--- src/rtl/spi_ahb_loader.sv ---
// Boot loader: an SPI mode-0 byte stream becomes single-beat 32-bit AHB-Lite writes.
// A frame addressed to DONE_ADDR hands the bus to the core through a one-clock spi_change pulse.
module spi_ahb_loader #(
  parameter logic [31:0] ADDR_BASE = 32'h0000_0000,
  parameter logic [15:0] DONE_ADDR = 16'hFFFF,
  parameter int unsigned SYNC_STG  = 2
) (
  input  logic        clk,
  input  logic        reset,
  input  logic        sclk,
  input  logic        mosi,
  input  logic        cs_n,
  input  logic        hready,
  input  logic        hresp,
  input  logic [31:0] hrdata,
  output logic [31:0] haddr,
  output logic        hwrite,
  output logic [2:0]  hsize,
  output logic [2:0]  hburst,
  output logic        hmastlock,
  output logic [3:0]  hprot,
  output logic [1:0]  htrans,
  output logic [31:0] hwdata,
  output logic        spi_change,
  output logic        busy,
  output logic        err
);

  typedef enum logic [1:0] {ST_IDLE, ST_ADDR, ST_DATA} state_e;
  localparam logic [1:0] HTRANS_IDLE   = 2'b00;
  localparam logic [1:0] HTRANS_NONSEQ = 2'b10;

  logic [SYNC_STG-1:0] sclk_sync_q, mosi_sync_q, cs_sync_q;
  logic                sclk_prev_q, cs_prev_q;
  logic                sclk_s, mosi_s, cs_s, sclk_rise, cs_rise;

  assign sclk_s    = sclk_sync_q[SYNC_STG-1];
  assign mosi_s    = mosi_sync_q[SYNC_STG-1];
  assign cs_s      = cs_sync_q[SYNC_STG-1];
  assign sclk_rise = sclk_s & ~sclk_prev_q;
  assign cs_rise   = cs_s & ~cs_prev_q;

  // NOTE: sequential state uses non-blocking assignments so every flop samples pre-edge values.
  always_ff @(posedge clk) begin
    if (reset) begin
      sclk_sync_q <= '0;
      mosi_sync_q <= '0;
      cs_sync_q   <= '1;
      sclk_prev_q <= 1'b0;
      cs_prev_q   <= 1'b1;
    end else begin
      sclk_sync_q <= {sclk_sync_q[SYNC_STG-2:0], sclk};
      mosi_sync_q <= {mosi_sync_q[SYNC_STG-2:0], mosi};
      cs_sync_q   <= {cs_sync_q[SYNC_STG-2:0], cs_n};
      sclk_prev_q <= sclk_s;
      cs_prev_q   <= cs_s;
    end
  end

  logic [2:0]  bit_cnt_q;
  logic [6:0]  shift_q;
  logic [1:0]  hdr_cnt_q;   // 0/1: address bytes pending, 2: header complete
  logic [1:0]  wb_cnt_q;
  logic [7:0]  addr_hi_q;
  logic [15:0] ptr_q;
  logic [23:0] word_sr_q;
  logic        done_frame_q;
  logic        word_done_q;
  logic [15:0] word_ptr_q;
  logic [31:0] word_q;
  logic [7:0]  rx_byte;

  assign rx_byte = {shift_q, mosi_s};

  always_ff @(posedge clk) begin
    if (reset) begin
      bit_cnt_q    <= '0;
      shift_q      <= '0;
      hdr_cnt_q    <= '0;
      wb_cnt_q     <= '0;
      addr_hi_q    <= '0;
      ptr_q        <= '0;
      word_sr_q    <= '0;
      done_frame_q <= 1'b0;
      word_done_q  <= 1'b0;
      word_ptr_q   <= '0;
      word_q       <= '0;
    end else begin
      word_done_q <= 1'b0;
      if (cs_rise) begin
        bit_cnt_q    <= '0;
        hdr_cnt_q    <= '0;
        wb_cnt_q     <= '0;
        done_frame_q <= 1'b0;
      end else if (sclk_rise && !cs_s) begin
        shift_q   <= rx_byte[6:0];
        bit_cnt_q <= bit_cnt_q + 3'd1;
        if (bit_cnt_q == 3'd7) begin
          unique case (hdr_cnt_q)
            2'd0: begin
              addr_hi_q <= rx_byte;
              hdr_cnt_q <= 2'd1;
            end
            2'd1: begin
              ptr_q        <= {addr_hi_q, rx_byte};
              done_frame_q <= ({addr_hi_q, rx_byte} == DONE_ADDR);
              hdr_cnt_q    <= 2'd2;
            end
            default: begin
              if (!done_frame_q) begin
                word_sr_q <= {word_sr_q[15:0], rx_byte};
                wb_cnt_q  <= wb_cnt_q + 2'd1;
                if (wb_cnt_q == 2'd3) begin
                  word_done_q <= 1'b1;
                  word_q      <= {word_sr_q, rx_byte};
                  word_ptr_q  <= ptr_q;
                  ptr_q       <= ptr_q + 16'd4;
                end
              end
            end
          endcase
        end
      end
    end
  end

  state_e      state_q, state_d;
  logic [31:0] haddr_q, haddr_d, hwdata_q, hwdata_d;
  logic        hwrite_q, hwrite_d;
  logic [1:0]  htrans_q, htrans_d;
  logic        pend_valid_q;
  logic [15:0] pend_ptr_q;
  logic [31:0] pend_word_q;
  logic        err_q, done_q, spi_change_q;
  logic        pend_clr, pend_load, overflow, err_set, change_fire;

  // NOTE: every always_comb output gets a default first so no path can infer a latch.
  always_comb begin
    state_d  = state_q;
    haddr_d  = haddr_q;
    hwrite_d = hwrite_q;
    htrans_d = htrans_q;
    hwdata_d = hwdata_q;
    pend_clr = 1'b0;
    err_set  = 1'b0;
    unique case (state_q)
      ST_IDLE: begin
        if (pend_valid_q) begin
          state_d  = ST_ADDR;
          htrans_d = HTRANS_NONSEQ;
          hwrite_d = 1'b1;
          haddr_d  = ADDR_BASE + {16'h0000, pend_ptr_q};
        end
      end
      ST_ADDR: begin
        if (hready) begin
          state_d  = ST_DATA;
          htrans_d = HTRANS_IDLE;
          hwrite_d = 1'b0;
          hwdata_d = pend_word_q;
          pend_clr = 1'b1;
        end
      end
      ST_DATA: begin
        err_set = hresp;
        if (hready) state_d = ST_IDLE;
      end
      default: state_d = ST_IDLE;
    endcase
    // A slot freed by this cycle's address acceptance can take the new word.
    pend_load   = word_done_q & (~pend_valid_q | pend_clr);
    overflow    = word_done_q & pend_valid_q & ~pend_clr;
    change_fire = done_q & (state_q == ST_IDLE) & ~pend_valid_q;
  end

  always_ff @(posedge clk) begin
    if (reset) begin
      state_q      <= ST_IDLE;
      haddr_q      <= '0;
      hwrite_q     <= 1'b0;
      htrans_q     <= HTRANS_IDLE;
      hwdata_q     <= '0;
      pend_valid_q <= 1'b0;
      pend_ptr_q   <= '0;
      pend_word_q  <= '0;
      err_q        <= 1'b0;
      done_q       <= 1'b0;
      spi_change_q <= 1'b0;
    end else begin
      state_q  <= state_d;
      haddr_q  <= haddr_d;
      hwrite_q <= hwrite_d;
      htrans_q <= htrans_d;
      hwdata_q <= hwdata_d;
      if (pend_load) begin
        pend_valid_q <= 1'b1;
        pend_ptr_q   <= word_ptr_q;
        pend_word_q  <= word_q;
      end else if (pend_clr) begin
        pend_valid_q <= 1'b0;
      end
      err_q        <= err_q | err_set | overflow;
      spi_change_q <= change_fire;
      if (change_fire) done_q <= 1'b0;
      if (cs_rise && hdr_cnt_q == 2'd2 && done_frame_q) done_q <= 1'b1;
    end
  end

  logic unused_hrdata;
  assign unused_hrdata = ^hrdata;

  assign haddr      = haddr_q;
  assign hwrite     = hwrite_q;
  assign htrans     = htrans_q;
  assign hwdata     = hwdata_q;
  assign hsize      = 3'b010;
  assign hburst     = 3'b000;
  assign hmastlock  = 1'b0;
  assign hprot      = 4'b0011;
  assign spi_change = spi_change_q;
  assign err        = err_q;
  assign busy       = ~cs_s | pend_valid_q | (state_q != ST_IDLE) | done_q;

endmodule

--- config.mk ---
export PLATFORM = sky130hd
export DESIGN_NAME = spi_ahb_loader
export DESIGN_NICKNAME = d
export VERILOG_FILES = /design/src/rtl/spi_ahb_loader.sv
export SDC_FILE = /design/constraint.sdc
export NUM_CORES = 1
export LEC_CHECK = 0
export BUFFER_PORTS_ARGS = -buffer_cell sky130_fd_sc_hd__buf_2
export CAP_MARGIN = 25
export CORE_UTILIZATION = 40
export DETAILED_ROUTE_END_ITERATION = 8
export PLACE_DENSITY = 0.58
export SLEW_MARGIN = 20
export SYNTH_ARGS = -nofsm -noshare
export SYNTH_HDL_FRONTEND = slang
export SYNTH_SLANG_ARGS = --single-unit
--- constraint.sdc ---
create_clock -name clk -period 1.9 [get_ports clk]
set_clock_uncertainty 0.05 [all_clocks]
set_input_delay 0.19 -clock clk [delete_from_list [all_inputs] [get_ports clk]]
set_output_delay 0.19 -clock clk [all_outputs]
set_load 0.01 [all_outputs]
==> results of run 1 <==
-- per-stage QoR --
step           instances  setup WS [ns]  util (%)
6_report            1381        -0.1017     48.62
5_1_grt             1381        -0.1441     48.62
4_1_cts             1378        -0.1176     48.22
3_5_place_dp        1329       0.001907     43.96
3_3_place_gp        1329        0.01177     43.96
2_1_floorplan       1060         0.2406         -
-- synthesized netlist by cell type, drive strengths merged (3+ instances only) --
| cell type | number |
|---|---|
| a21oi | 188 |
| a22oi | 4 |
| a31oi | 3 |
| and2 | 4 |
| and3 | 3 |
| buf | 65 |
| clkbuf | 33 |
| dfxtp | 223 |
| ha | 4 |
| inv | 3 |
| mux2i | 17 |
| nand2 | 371 |
| nand3 | 10 |
| nand3b | 4 |
| nand4 | 6 |
| nor2 | 33 |
| nor2b | 7 |
| nor3 | 3 |
| nor3b | 4 |
| o21ai | 12 |
| o311ai | 3 |
| o41ai | 3 |
| or2 | 4 |
-- power breakdown --
part	internal (mW)	switching, mW
clock	2.69	1.80
combinational	0.0408	0.114
sequential	4.69	0.00866
-- worst max-delay path, delay by kind of cell, from the launching register on --
kind                   cells  cell delay, ns
buffers and inverters      1            0.13
DFF                        1            0.32
and+or+nand+nor            2            0.81
-- state kept, by name, summed over array words and instances, names as in the netlist, 3 cells and up --
register,count
addr_hi_q,8
bit_cnt_q,3
haddr,16
hwdata,32
pend_ptr_q,16
pend_word_q,32
ptr_q,16
shift_q,7
word_ptr_q,16
word_q,32
word_sr_q,24
-- cell type report --
class / count / area share, %
Tap cell: 270 / 3.412
Multi-Input combinational cell: 736 / 35.59
Clock inverter: 8 / 0.6824
Timing Repair Buffer: 107 / 7.974
Clock buffer: 34 / 7.064
Inverter: 3 / 0.1137
Sequential cell: 223 / 45.17
-- timing repair --
item,CTS,global route
buffers inserted,2,2
pin swaps,2,1
endpoints found under the setup margin,4,22
endpoints found under the hold margin,6,0
gates cloned,0,1
hold buffers,5,0
resized for setup,7,10
-- per-layer routing --
metal | share of wire, % | vias up | wire (um) | global-route usage (%)
met2 | 42 | 148 | 7642 | 25.09
met1 | 52 | 3047 | 9621 | 25.51
met5 | 0 | - | 0 | 0
met3 | 4.5 | 18 | 830 | 2.671
met4 | 1.4 | 0 | 260 | 4.740
li1 | - | 3482 | - | -
-- cell families (layout without fill, tap and decap cells) --
logic type	count (synthesis)	in the layout	share of synthesized area, %
compound gates	223	223	14.19
xor+xnor	2	2	0.2091
fa+ha+maj	4	4	0.5973
buf+inv	101	152	6.570
flops	223	223	53.28
mux	17	17	2.031
other cells	2	28	0.08963
simple gates	462	462	23.04
-- placed cells by master, fill, tap and decap left out, types with 5 or more instances in the layout --
cell type / Yosys / final
conb_1: 2 / 28
dlygate4sd3_1: 0 / 5
nor2b_1: 7 / 7
buf_2: 28 / 57
nor2_1: 33 / 32
nand4_1: 6 / 6
buf_12: 0 / 7
a21oi_1: 187 / 185
buf_4: 32 / 34
clkbuf_16: 0 / 26
nand3_1: 10 / 10
clkbuf_1: 32 / 5
mux2i_1: 17 / 17
dfxtp_1: 223 / 219
o21ai_0: 11 / 11
nand2_1: 370 / 370
clkinv_2: 0 / 6
-- how the worst max path moves through the flow --
stage / to / slack [ns] / cells after the start
6_report: busy / -0.10 / 3
5_1_grt: busy / -0.14 / 3
4_1_cts: busy / -0.12 / 3
3_5_place_dp: wb_cnt_q[0]$_SDFFE_PP0P_ / 0.002 / 8
3_3_place_gp: wb_cnt_q[0]$_SDFFE_PP0P_ / 0.01 / 8
2_1_floorplan: word_sr_q[4]$_SDFFE_PP0P_ / 0.24 / 8
==> summary.md, run 1 <==
| Metric | Value |
|---|---|
| Hold path cells | 2 |
| First-pass DRT Iterations | 5 |
| WP data arrival | ~1.8 ns |
| Full die area | about 0.022 sq mm |
| DRT iter0 DRCs | ~340 |
| Fillers | between 2000 and 2500 |
| Die Y | between 100 and 150 um |
| Initial antenna violation count | 0 |
| Worst Min Path Start | reset |
| TritonCTS clock tree | yes |
| Most used DFF post-synth | dfxtp_1 |
| Outcome | finished, violations left |
| Final hold violation count | 0 |
| Final net count | 1138 |
| Number of remaining DRC errors | 0 |
| Worst endpoint required time | 1.66 ns |
| Cts bufs inserted | 24 |
| CP cell instances | or3_4 > or3b_4 > buf_6 |
| CP Capture Type | primary output |
| All-Layer GR Usage | 17.03% |
| Hold worst-path end | sclk_sync_q[0]$_SDFF_PP0_ |
| Final setup vio count | 1 |
| Largest net degree at the start of global routing | 93 |
| Static leakage | 3.502 nW |
| Worst reg-to-reg setup slack | 0.10 ns |
| Reg2Reg Depth | 9 |
| Mean post-synth cell area | a little over 8 sq um |
| Min cycle time layout | 2.002 ns |
| Slew Limit Fails | 0 |
| Clock transition at path regs | 0.06 ns |
| Crit-path max FO | 2 |
| CP peak stage delay | between 0.4 and 0.5 ns |
| Synthesized cell area | 0.008379 sq mm |
| I/O Pins | 120 |
| PwrDens | 942.7 mW/mm^2 |
| First-pass GRT wire length | about 31000 um |
| Startpoint types | register |
| FF-to-FF End | word_sr_q[15]$_SDFFE_PP0P_ |
| Initial Util | 41.15% |
| Worst-Skew Late Latency | 0.51 ns |
| Seq. cell area | 0.004472 sq mm |
| Number of global-route vias before repair | around 6000 |
| Hold_ws | 0.1128 ns |
| Via Count | 6695 |
| Vias per cell | between 4 and 5 |
| Worst slew pin tran | 0.7192 ns |
| Mapped Cells | just over 1000 |
| Post-DRT Antenna Nets | 0 |
| Maximum clock path buffer count | 3 |
| Unrepaired setup endpoints after global routing | true |
| Layout cells sized above 1 | 14.58% |
| Asr flop ratio synth | 0% |
| Sequential area share after synthesis | 53.28% |
| Final wirelength | 18350 um |
| Gr ovfl total | 0 |
| FMAX | 499.6 MHz |
| Failing checks | setup timing |
| Die W | approximately 150 um |
| # port buffers | 59 |
| Final WS setup | -0.1017 ns |
| Num rows | 52 |
| Area contributors post-synth | dfxtp_1 (53%), nand2_1 (17%), a21oi_1 (11%) |
| Max transition margin | around 52% |
| Distinct cells, synth | between 50 and 60 |
| HP Class | input pin to register |
| RePlAce Congestion | 0.8309 |
| H-tree depth | 1 |
| Final instance area | 0.009901 sq mm |
| Top cell type's share of synthesized area | 53.28% |
| Yosys top cell by area | dfxtp_1 |
| Root Driver | clkbuf_16 |
| HPWL after detailed placement | 11530 um |
| Total negative slack | -0.1017 ns |
| Crit path kind | register to primary output |
| Reg2reg start | bit_cnt_q[0]$_SDFFE_PP0P_ |
| Final Cycle Share | 105.4% |
| Area Overhead vs Synth | 18.16% |
| Yosys reg bits | between 200 and 250 |
| CP max-delay cell | or3_4 |
| Synth warnings | 0 |
| MaxCap Viol Count | 0 |
| Multi-input logic area | 0.003523 sq mm |
| Max VDD drop | 568.8 uV |
| Dpl cell area | between 0.008 and 0.009 sq mm |
| N_diodes | 0 |
| WL per Instance | 13.29 um |
| EDFF count, synth | 0 |
| Clock sinks | roughly 220 |
| Core area | 0.02036 sq mm |
| Crit path launch | pend_valid_q$_SDFFE_PP0P_ |
| Pwr Total | approximately 9.3 mW |
(Power assumes the default switching activity.)
==> run 2: changes to the inputs <==
--- a/config.mk
+++ b/config.mk
@@ -8,9 +8,9 @@
 export BUFFER_PORTS_ARGS = -buffer_cell sky130_fd_sc_hd__buf_2
 export CAP_MARGIN = 25
 export CORE_UTILIZATION = 40
+export CTS_BUF_LIST = sky130_fd_sc_hd__clkbuf_8 sky130_fd_sc_hd__clkbuf_16
 export DETAILED_ROUTE_END_ITERATION = 8
 export PLACE_DENSITY = 0.58
-export SLEW_MARGIN = 20
 export SYNTH_ARGS = -nofsm -noshare
 export SYNTH_HDL_FRONTEND = slang
 export SYNTH_SLANG_ARGS = --single-unit
==> summary.md, run 2 (synthesis gave the netlist of run 1 again) <==
| Metric | Value |
|---|---|
| Gr ovfl total | 0 |
| Unrepaired setup endpoints after global routing | true |
| Worst slew pin tran | 0.7071 ns |
| Number of remaining DRC errors | 0 |
| Core area | 0.02036 sq mm |
| Reg2reg start | bit_cnt_q[0]$_SDFFE_PP0P_ |
| Via Count | 6697 |
| Final net count | 1138 |
| Bufs and invs on worst path | 1 |
| Cts bufs inserted | 24 |
| Startpoint types | register |
| Full die area | 0.02153 sq mm |
| CP Capture Type | primary output |
| Failing checks | setup timing |
| Register share of total power | about half |
| Largest net degree at the start of global routing | 93 |
| Comb pwr share | 1.7% |
| CP cell instances | or3_4 > or3b_4 > buf_6 |
| Reg2Reg Depth | 9 |
| Post-DRT Antenna Nets | 0 |
| HP Class | input pin to register |
| Initial antenna violation count | 0 |
| HPWL after detailed placement | 11530 um |
| Switch Pwr | slightly below 2 mW |
| Final WS setup | -0.1024 ns |
| Worst endpoint required time | 1.66 ns |
| CP peak stage delay | 0.42 ns |
| Most common cell after layout, fill and taps aside | nand2_1 |
| Clock sinks | 223 |
| Worst-Skew Late Latency | 0.51 ns |
| MaxCap Viol Count | 0 |
| Hold worst-path end | sclk_sync_q[0]$_SDFF_PP0_ |
| H-tree depth | 1 |
| Switching Share | 20.67% |
| # port buffers | 59 |
| Critical path depth | 3 |
| Maximum clock path buffer count | 3 |
| Part of the power in the clock network | 47.9% |
| WP data arrival | 1.76 ns |
| Dpl ws | 0.001907 ns |
| Vias per cell | 4.849 |
| Placed cell count | around 1300 |
| Die W | ~150 um |
| Most frequent cells in the layout | nand2_1 (370), dfxtp_1 (219), a21oi_1 (185) |
| WL per Instance | 13.27 um |
| First-pass GRT wire length | 30620 um |
| Kind of cell adding the most delay to the critical path | simple AND/OR/NAND/NOR gates |
| Layout cells sized above 1 | about 15% |
| Final setup vio count | 1 |
| N_diodes | 0 |
| FMAX | between 400 and 500 MHz |
| Clock transition at path regs | 0.06 ns |
| Number of global-route vias before repair | 6001 |
| Crit-path max FO | 2 |
| PwrDens | around 940 mW/mm^2 |
| Outcome | finished, violations left |
| Int Pwr | 7.384 mW |
| Static leakage | 3.523 nW |
| FF-to-FF End | word_sr_q[15]$_SDFFE_PP0P_ |
| Die Y | about 150 um |
| Slew Limit Fails | 0 |
| CP max-delay cell | or3_4 |
| Worst Min Path Start | reset |
| Layout Cells excl Fill | about 1400 |
| Final Cycle Share | 105.4% |
| Hold path cells | 2 |
| TritonCTS clock tree | yes |
| Root Driver | clkbuf_16 |
| Initial Util | approximately 41% |
| Final hold violation count | 0 |
| Crit path launch | pend_valid_q$_SDFFE_PP0P_ |
| Worst reg-to-reg setup slack | 0.10 ns |
| Crit path kind | register to primary output |
| Max transition margin | 52.86% |
| Num rows | 52 |
| First-pass DRT Iterations | 5 |
| Max VDD drop | 567.3 uV |
| Final wirelength | about 18000 um |
| Min cycle time layout | approximately 2 ns |
| DRT iter0 DRCs | around 340 |
| All-Layer GR Usage | 17.03% |
| Area Overhead vs Synth | 18.16% |
| RePlAce Congestion | between 0.8 and 0.9 |
| I/O Pins | between 100 and 150 |
==> run 2: cell types whose count changed in the layout (fill, tap and decap cells not counted) <==
cell and change:
inv_1 +5, clkbuf_1 -5
==> run 2: through the flow <==
step | TNS [ns] | cell area (sq um) | util, % | total power [mW] | hold slack [ns]
finish | -0.1024 | 9901 | 48.62 | 9.309 | 0.1121
global route | -0.1441 | 9901 | 48.62 | 9.661 | 0.1490
CTS | -0.1176 | 9819 | 48.22 | 9.430 | 0.1211
detailed placement | 0 | 8952 | 43.96 | 4.943 | 0.3269
global placement | 0 | 8952 | 43.96 | 4.943 | 0.3217
floorplan | 0 | 8477 | - | 4.942 | 0.2438
==> run 2: power by group through the flow <==
stage	clock network, mW	logic (mW)	registers [mW]
final	4.46	0.155	4.69
after global routing	4.80	0.171	4.69
after CTS	4.58	0.156	4.69
after detailed placement	0	0.145	4.80
after global placement	0	0.146	4.80
after floorplan	0	0.147	4.80
==> run 2: final cells by class <==
type	count	area [sq um]
clock buffers	29	680.7
inverters	3	11.26
multi-input cells	736	3523
repair buffers	107	789.5
clock inverters	13	86.33
fillers	2052	10460
flip-flops and latches	223	4472
well taps	270	337.8
==> run 2: layer usage <==
layer	wire (um)	global-route usage [%]	up-vias
li1	-	-	3480
met1	9601	25.51	3055
met2	7653	25.09	144
met3	815	2.671	18
met4	260	4.740	0
met5	0	0	-
==> run 2: worst max-delay path by stage <==
stage / to
2_1_floorplan: word_sr_q[4]$_SDFFE_PP0P_
3_3_place_gp: wb_cnt_q[0]$_SDFFE_PP0P_
3_5_place_dp: wb_cnt_q[0]$_SDFFE_PP0P_
4_1_cts: busy
5_1_grt: busy
6_report: busy
==> run 2: repair_timing <==
item | 4_1_cts | 5_1_grt
cloned | 0 | 1
setup buffers | 2 | 2
endpoints found under the hold margin | 6 | 0
hold buffers | 5 | 0
resized for setup | 7 | 10
setup endpoints to repair | 4 | 22
pin swaps | 2 | 1
